### config.mk
export PLATFORM = sky130hd
export DESIGN_NAME = fc_vec_packer
export DESIGN_NICKNAME = d
export VERILOG_FILES = /design/src/rtl/fc_vec_packer.sv
export SDC_FILE = /design/constraint.sdc
export NUM_CORES = 2
export LEC_CHECK = 0
export ABC_AREA = 1
export CORE_AREA = 2 2 621 623
export DETAILED_ROUTE_END_ITERATION = 12
export DIE_AREA = 0 0 623 625
export GPL_TIMING_DRIVEN = 0
export PLACE_DENSITY = 0.41
export SYNTH_ARGS = -nofsm -noshare
export SYNTH_HDL_FRONTEND = slang
export SYNTH_SLANG_ARGS = --single-unit
export TNS_END_PERCENT = 100
### constraint.sdc
create_clock -name clk -period 3.9 [get_ports clk]
set_input_delay 0.78 -clock clk [delete_from_list [all_inputs] [get_ports clk]]
set_output_delay 0.78 -clock clk [all_outputs]
set_load 0.01 [all_outputs]
### src/rtl/fc_vec_packer.sv
// Serial-to-parallel packer for fully-connected layer inputs.
// Collects FC_IN_VEC elements, one per valid cycle, into a staging buffer.
// A completed vector is copied into a separate output register one cycle
// after its last element, so the next vector can begin filling at once.
`ifndef FC_IN_VEC
`define FC_IN_VEC 48
`endif
`ifndef OF_BW
`define OF_BW 32
`endif

module fc_vec_packer #(
  parameter int FC_IN_VEC = `FC_IN_VEC,
  parameter int OF_BW     = `OF_BW
) (
  input  logic                       clk,
  input  logic                       reset,
  input  logic                       i_in_valid,
  input  logic                       i_in_first,
  input  logic [OF_BW-1:0]           i_in_data,
  output logic                       o_ot_valid,
  output logic [FC_IN_VEC*OF_BW-1:0] o_ot_fmap,
  output logic                       o_busy,
  output logic                       o_sync_err,
  output logic [7:0]                 o_frame_cnt
);

  localparam int            CW       = (FC_IN_VEC > 1) ? $clog2(FC_IN_VEC) : 1;
  localparam logic [CW-1:0] LAST_IDX = CW'(FC_IN_VEC - 1);

  typedef enum logic {
    S_IDLE,
    S_FILL
  } state_e;

  state_e                  state_q, state_d;
  logic [CW-1:0]           cnt_q, cnt_d;
  logic                    done_q, done_d;
  logic                    err_q, err_d;
  logic                    valid_q;
  logic [7:0]              frame_cnt_q;
  logic [FC_IN_VEC*OF_BW-1:0] fmap_q;

  logic                    wr_en;
  logic [CW-1:0]           wr_idx;
  logic [OF_BW-1:0]        buf_q [FC_IN_VEC];
  logic [FC_IN_VEC*OF_BW-1:0] coll_flat;

  // Next-state logic: pick the buffer slot, advance the index, flag framing errors.
  always_comb begin
    // NOTE: every signal gets a default first, so no path leaves one unassigned and no latch is inferred.
    state_d = state_q;
    cnt_d   = cnt_q;
    done_d  = 1'b0;
    err_d   = 1'b0;
    wr_en   = 1'b0;
    wr_idx  = cnt_q;
    if (i_in_valid) begin
      if (state_q == S_IDLE && !i_in_first) begin
        // Orphan element with no vector open: discard it.
        err_d = 1'b1;
      end else begin
        wr_en = 1'b1;
        if (i_in_first) begin
          wr_idx = '0;
          // A first marker inside an open vector drops the partial one.
          err_d  = (state_q == S_FILL);
        end
        if (wr_idx == LAST_IDX) begin
          done_d  = 1'b1;
          cnt_d   = '0;
          state_d = S_IDLE;
        end else begin
          cnt_d   = wr_idx + CW'(1);
          state_d = S_FILL;
        end
      end
    end
  end

  // Control and output registers, cleared by synchronous reset.
  always_ff @(posedge clk) begin
    // NOTE: state uses non-blocking assignments so every register samples pre-edge values.
    if (reset) begin
      state_q     <= S_IDLE;
      cnt_q       <= '0;
      done_q      <= 1'b0;
      err_q       <= 1'b0;
      valid_q     <= 1'b0;
      frame_cnt_q <= '0;
      fmap_q      <= '0;
    end else begin
      state_q <= state_d;
      cnt_q   <= cnt_d;
      done_q  <= done_d;
      err_q   <= err_d;
      valid_q <= done_q;
      if (done_q) begin
        fmap_q      <= coll_flat;
        frame_cnt_q <= frame_cnt_q + 8'd1;
      end
    end
  end

  // Collect buffer: holds the vector being assembled.
  always_ff @(posedge clk) begin
    // NOTE: the buffer is deliberately not reset; stale contents never reach the output because only a full fill sets done_q.
    if (wr_en) begin
      buf_q[wr_idx] <= i_in_data;
    end
  end

  // Flatten the buffer so element k sits at bits [k*OF_BW +: OF_BW].
  always_comb begin
    coll_flat = '0;
    for (int k = 0; k < FC_IN_VEC; k++) begin
      coll_flat[k*OF_BW +: OF_BW] = buf_q[k];
    end
  end

  assign o_ot_valid  = valid_q;
  assign o_ot_fmap   = fmap_q;
  assign o_busy      = (state_q == S_FILL);
  assign o_sync_err  = err_q;
  assign o_frame_cnt = frame_cnt_q;

endmodule
Word-level counts from Yosys, hierarchy flattened:

Memories as Yosys holds them, arrays and structs flattened. A register that Yosys moved wholly into a read port is not among the register bits.
Index checks and enable logic that the tools add are counted.

* logic and storage cells: 32
* memories kept: 1
* memory bits (writable): 1536
* bits in registers: 18

* reduce and logical (&&, ||, !) cells: 5
* bitwise logic cells: 3
* mux-type cells: 14
* equal/unequal tests: 1
* $add $sub $neg: 2

Memory list
* buf_q: depth 48, width 32, rd ports 48, clocked after memory_dff 48, write ports 1, RTL line 46 `logic [OF_BW-1:0] buf_q [FC_IN_VEC];`

Operators with widths (count)
* 2-to-1 mux 6 bit: 6
* adder 8 x 1 -> 8 bit (second input constant): 1
* 2-to-1 mux 1 bit: 8
* adder 6 x 1 -> 6 bit (second input constant): 1
* equality test 6 bit (second input constant): 1
* NOT 1 bit: 3
* OR reduction 3 bit: 1
* AND reduction 2 bit: 1
* OR reduction 2 bit: 1
* logical AND 1 bit: 1
* zero test 1 bit: 1

Depth between registers and ports, before layout:

* depth in word-level cells: 6
* mapped depth: 10
* gate-level depth less buffers: 10

Worst setup path after synthesis:

OpenSTA, ideal clock, no wires.

* path kind: input port to flip-flop
* from: input i_in_first
* to: memory buf_q[11][0] (netlist name), enable pin
* stages on the path: 8
* data required time: 3.479 ns
* path buffers: 1
* setup time: 0.421 ns
* path slack: 0.482 ns
* arrival: 2.997 ns
* cells stage by stage: buf_4 > inv_1 > ha_1 > inv_1 > nand2_1 > inv_1 > nand4_1 > nor2_1

* word-level cells in the longest chain between the ends: 6

RTL lines
* start: declaration: RTL line 19 `input logic i_in_first,`
* zero test 1 bit: RTL line 59 `if (state_q == S_IDLE && !i_in_first) begin`
* logical AND 1 bit: RTL line 59
* 2-to-1 mux 1 bit: RTL line 59
* 2-to-1 mux 1 bit: RTL line 58 `if (i_in_valid) begin`
* 2-to-1 mux 1 bit: RTL line 108 `if (wr_en) begin`
* 2-to-1 mux 1 bit (implied by the code): RTL line 109 `buf_q[wr_idx] <= i_in_data;`
* end: declaration: RTL line 46

Several ways; a longest one is shown, not always the timed one. The select of a mux whose other input is x is not followed.

Final worst setup path:

* from: input i_in_valid
* to: memory buf_q[33][18] (netlist name), enable pin

* word-level cells in the longest chain between the ends: 3

RTL lines
* start: declaration: RTL line 18 `input logic i_in_valid,`
* 2-to-1 mux 1 bit: RTL line 58
* 2-to-1 mux 1 bit: RTL line 108
* 2-to-1 mux 1 bit (implied by the code): RTL line 109

Several ways; a longest one is shown, not always the timed one.

==> flow_summary.ini <==
[outcome]
status = completed

[die]
boundaryPins = 1583
rows = 228
die_area_um2 = 389000
dieHeight_um = 625
core_um2 = 384000
initial_core_util_pct = 25.9
die_w_um = 623

[drt]
wl_um = 450000
first_iter_violations = 6365
drc = 0
dr_total_vias = 71500
post_drt_wl_per_cell_um = 28.5
antenna_left = 0
drtPass1Iterations = 6
vias_per_cell = 4.52

[setup_path]
critical_path_class = input port to register
arrival_ns = 3.91
cp-end-kind = register
worstPathMaxFanout = 13
cp-start-kind = input port
required_ns = 4.50

[clock_tree]
cts_setup_buffers = 0
cts_root_buf = clkbuf_16
tritoncts = yes
numCtsBuffers = 350
cts.repair.resized = 0
hold_buffers = 0
clkSinkCount = 3090
clk_transition_reported_paths_ns = 0.06
ctsHtreeMaxLevel = 5
insertion_delay_ns = 0.94
cts_buffer_depth = 4

[final_layout]
layout_commonest_cell = nor2_1
syn2layout_area_growth_pct = 36.3
finish.net_count = 10400
layout-drive-gt1-share_pct = 8.45
fill_cells = 37800
final_cells = 15800
finalInstanceArea_um2 = 136000
most-common-layout-cells = 3094 x nor2_1, 1554 x dfxtp_1, 1549 x clkdlybuf4s50_1

[power]
p_switching_mw = 14.9
ir_drop_uv = 326
intPower_mw = 53.7
p_leak_nw = 50.2
power_frac_comb_pct = 2.1
powerDensity_nw_per_um2 = 506
seq_power_share_pct = 49.7
p_clk_share_pct = 48.3
switching_share_pct = 21.7

[run]
maxCapViolations = 0

[timing]
report.final.hold_viol_count = 0
timing.final.crit_share_pct = 85.0
whs_ns = 0.284
grt_setup_unrepaired = false
finalSetupTns_ns = 0
max_slew_margin_pct = 13.2
setup_violations = 0
skew_ns = 0.0562
tightest_slew_ns = 1.30
slew_viol_final = 0
layout_min_cycle_time_ns = 3.31
fmax_ghz = 0.302

[place]
placed_cells = 15100
gp_congestion = 0.829
portBuffers = 1581
dpl_cell_area_um2 = 124000
dp_hpwl_um = 316000

[logic_synthesis]
netlist_instances = 8393
synth_seq_area_share_pct = 77.6
yosysWarnings = 0
synth_nets = 8432
synth_cell_types = 25
avgSynthCellArea_um2 = 11.9
synth-seq-cells = 3090
synth_area_um2 = 99500

[global_route]
grt_max_degree = 33
antenna_found_initial = 76
grt_pass1_wl_um = 595000
grt_usage_pct = 22.2
grt_pass1_vias = 69300
overflow = 0

[hold_path]
hp-class = input port to register
## metrics by stage
step | total power, mW | setup WS (ns) | util, %
after CTS | 69.5 | 0.413 | 35.3
after floorplan | 35.0 | 0.482 | -
final | 68.6 | 0.587 | 35.4
after global routing | 70.7 | 0.276 | 35.3
after global placement | 36.3 | -4.01 | 31.7
after detailed placement | 36.3 | -0.547 | 32.3
## logic make-up after synthesis
logic type      after synthesis  synth area share (%)
compound gates             1558                  7.84
simple gates               3202                  12.1
buf+inv                     540                  2.41
flops                      3090                  77.6
fa+ha+maj                     3                0.0377
## state kept, by name (all words and copies together), names as in the netlist
signal / count
o_frame_cnt: 8
cnt_q: 6
o_ot_fmap: 1536
o_sync_err: 1
buf_q: 1536
done_q: 1
o_busy: 1
o_ot_valid: 1
## layout make-up
type                       instances  area (µm²)  share of cell area [%]
sequential                      3090       77200                    56.9
multi-input combinational       4763       20300                    15.0
timing repair buffer            1664       17800                    13.1
clock buffer                     527       10100                    7.46
tap                             5060        6330                    4.67
buffer                           516        2310                    1.70
clock inverter                   125        1380                    1.02
antenna                           45         113                  0.0830
inverter                          24        92.6                  0.0682
## worst paths after layout
kind	startpoint	to	slack, ns	cells after the start
max	i_in_valid	buf_q[33][18]	0.59	9
min	i_in_data[2]	buf_q[44][2]	0.28	1
max reg2reg	cnt_q[5]	buf_q[33][18]	0.69	6
min reg2reg	buf_q[0][11]	o_ot_fmap[11]	0.44	2
## synth_stat cells
| cell | instances | share of area (%) |
|---|---|---|
| nor4_1 | 1 | 0.0063 |
| nand2_1 | 37 | 0.14 |
| inv_2 | 1 | 0.0038 |
| clkbuf_1 | 277 | 1.0 |
| o21ai_1 | 189 | 0.95 |
| nor3_1 | 5 | 0.025 |
| inv_4 | 1 | 0.0063 |
| edfxtp_1 | 1536 | 46 |
| o22ai_1 | 1 | 0.0063 |
| ha_1 | 3 | 0.038 |
| nor2_2 | 1 | 0.0063 |
| nor2_1 | 3142 | 12 |
| buf_2 | 175 | 0.88 |
| nand4_1 | 4 | 0.025 |
| nand3_1 | 11 | 0.055 |
| dfxtp_1 | 1554 | 31 |
| buf_1 | 1 | 0.0038 |
| a31oi_1 | 1 | 0.0063 |
| buf_6 | 1 | 0.011 |
| nand3b_1 | 1 | 0.0075 |
| a21oi_1 | 13 | 0.065 |
| clkbuf_2 | 34 | 0.17 |
| buf_4 | 28 | 0.21 |
| inv_1 | 22 | 0.083 |
| o21ai_0 | 1354 | 6.8 |
## critical path, cell delays in order
cell and delay, ns:
clkdlybuf4s50_1 0.52, nand2_1 0.10, inv_1 0.21, nor2_1 0.14, nor2_1 0.19, nand3_2 0.67
nor2_4 0.81, buf_12 0.25, buf_16 0.18
## power by group through the flow
stage               Clock (mW)  Combinational (mW)  Sequential, mW
floorplan                    0               0.235            34.8
global placement             0                1.33            34.9
detailed placement           0                1.48            34.8
CTS                       33.9                1.48            34.1
global route              35.1                1.48            34.1
finish                    33.1                1.42            34.1
## routing by layer
metal	GRT usage [%]	routed length (µm)	share of wire [%]	up-vias
li1	-	-	-	32500
met1	26.4	175000	39	35600
met2	38.4	220000	49	2711
met3	5.10	32500	7.2	646
met4	9.63	21700	4.8	4
met5	0	25	0.0056	-
Note: power is estimated with default switching activity, not from simulation.
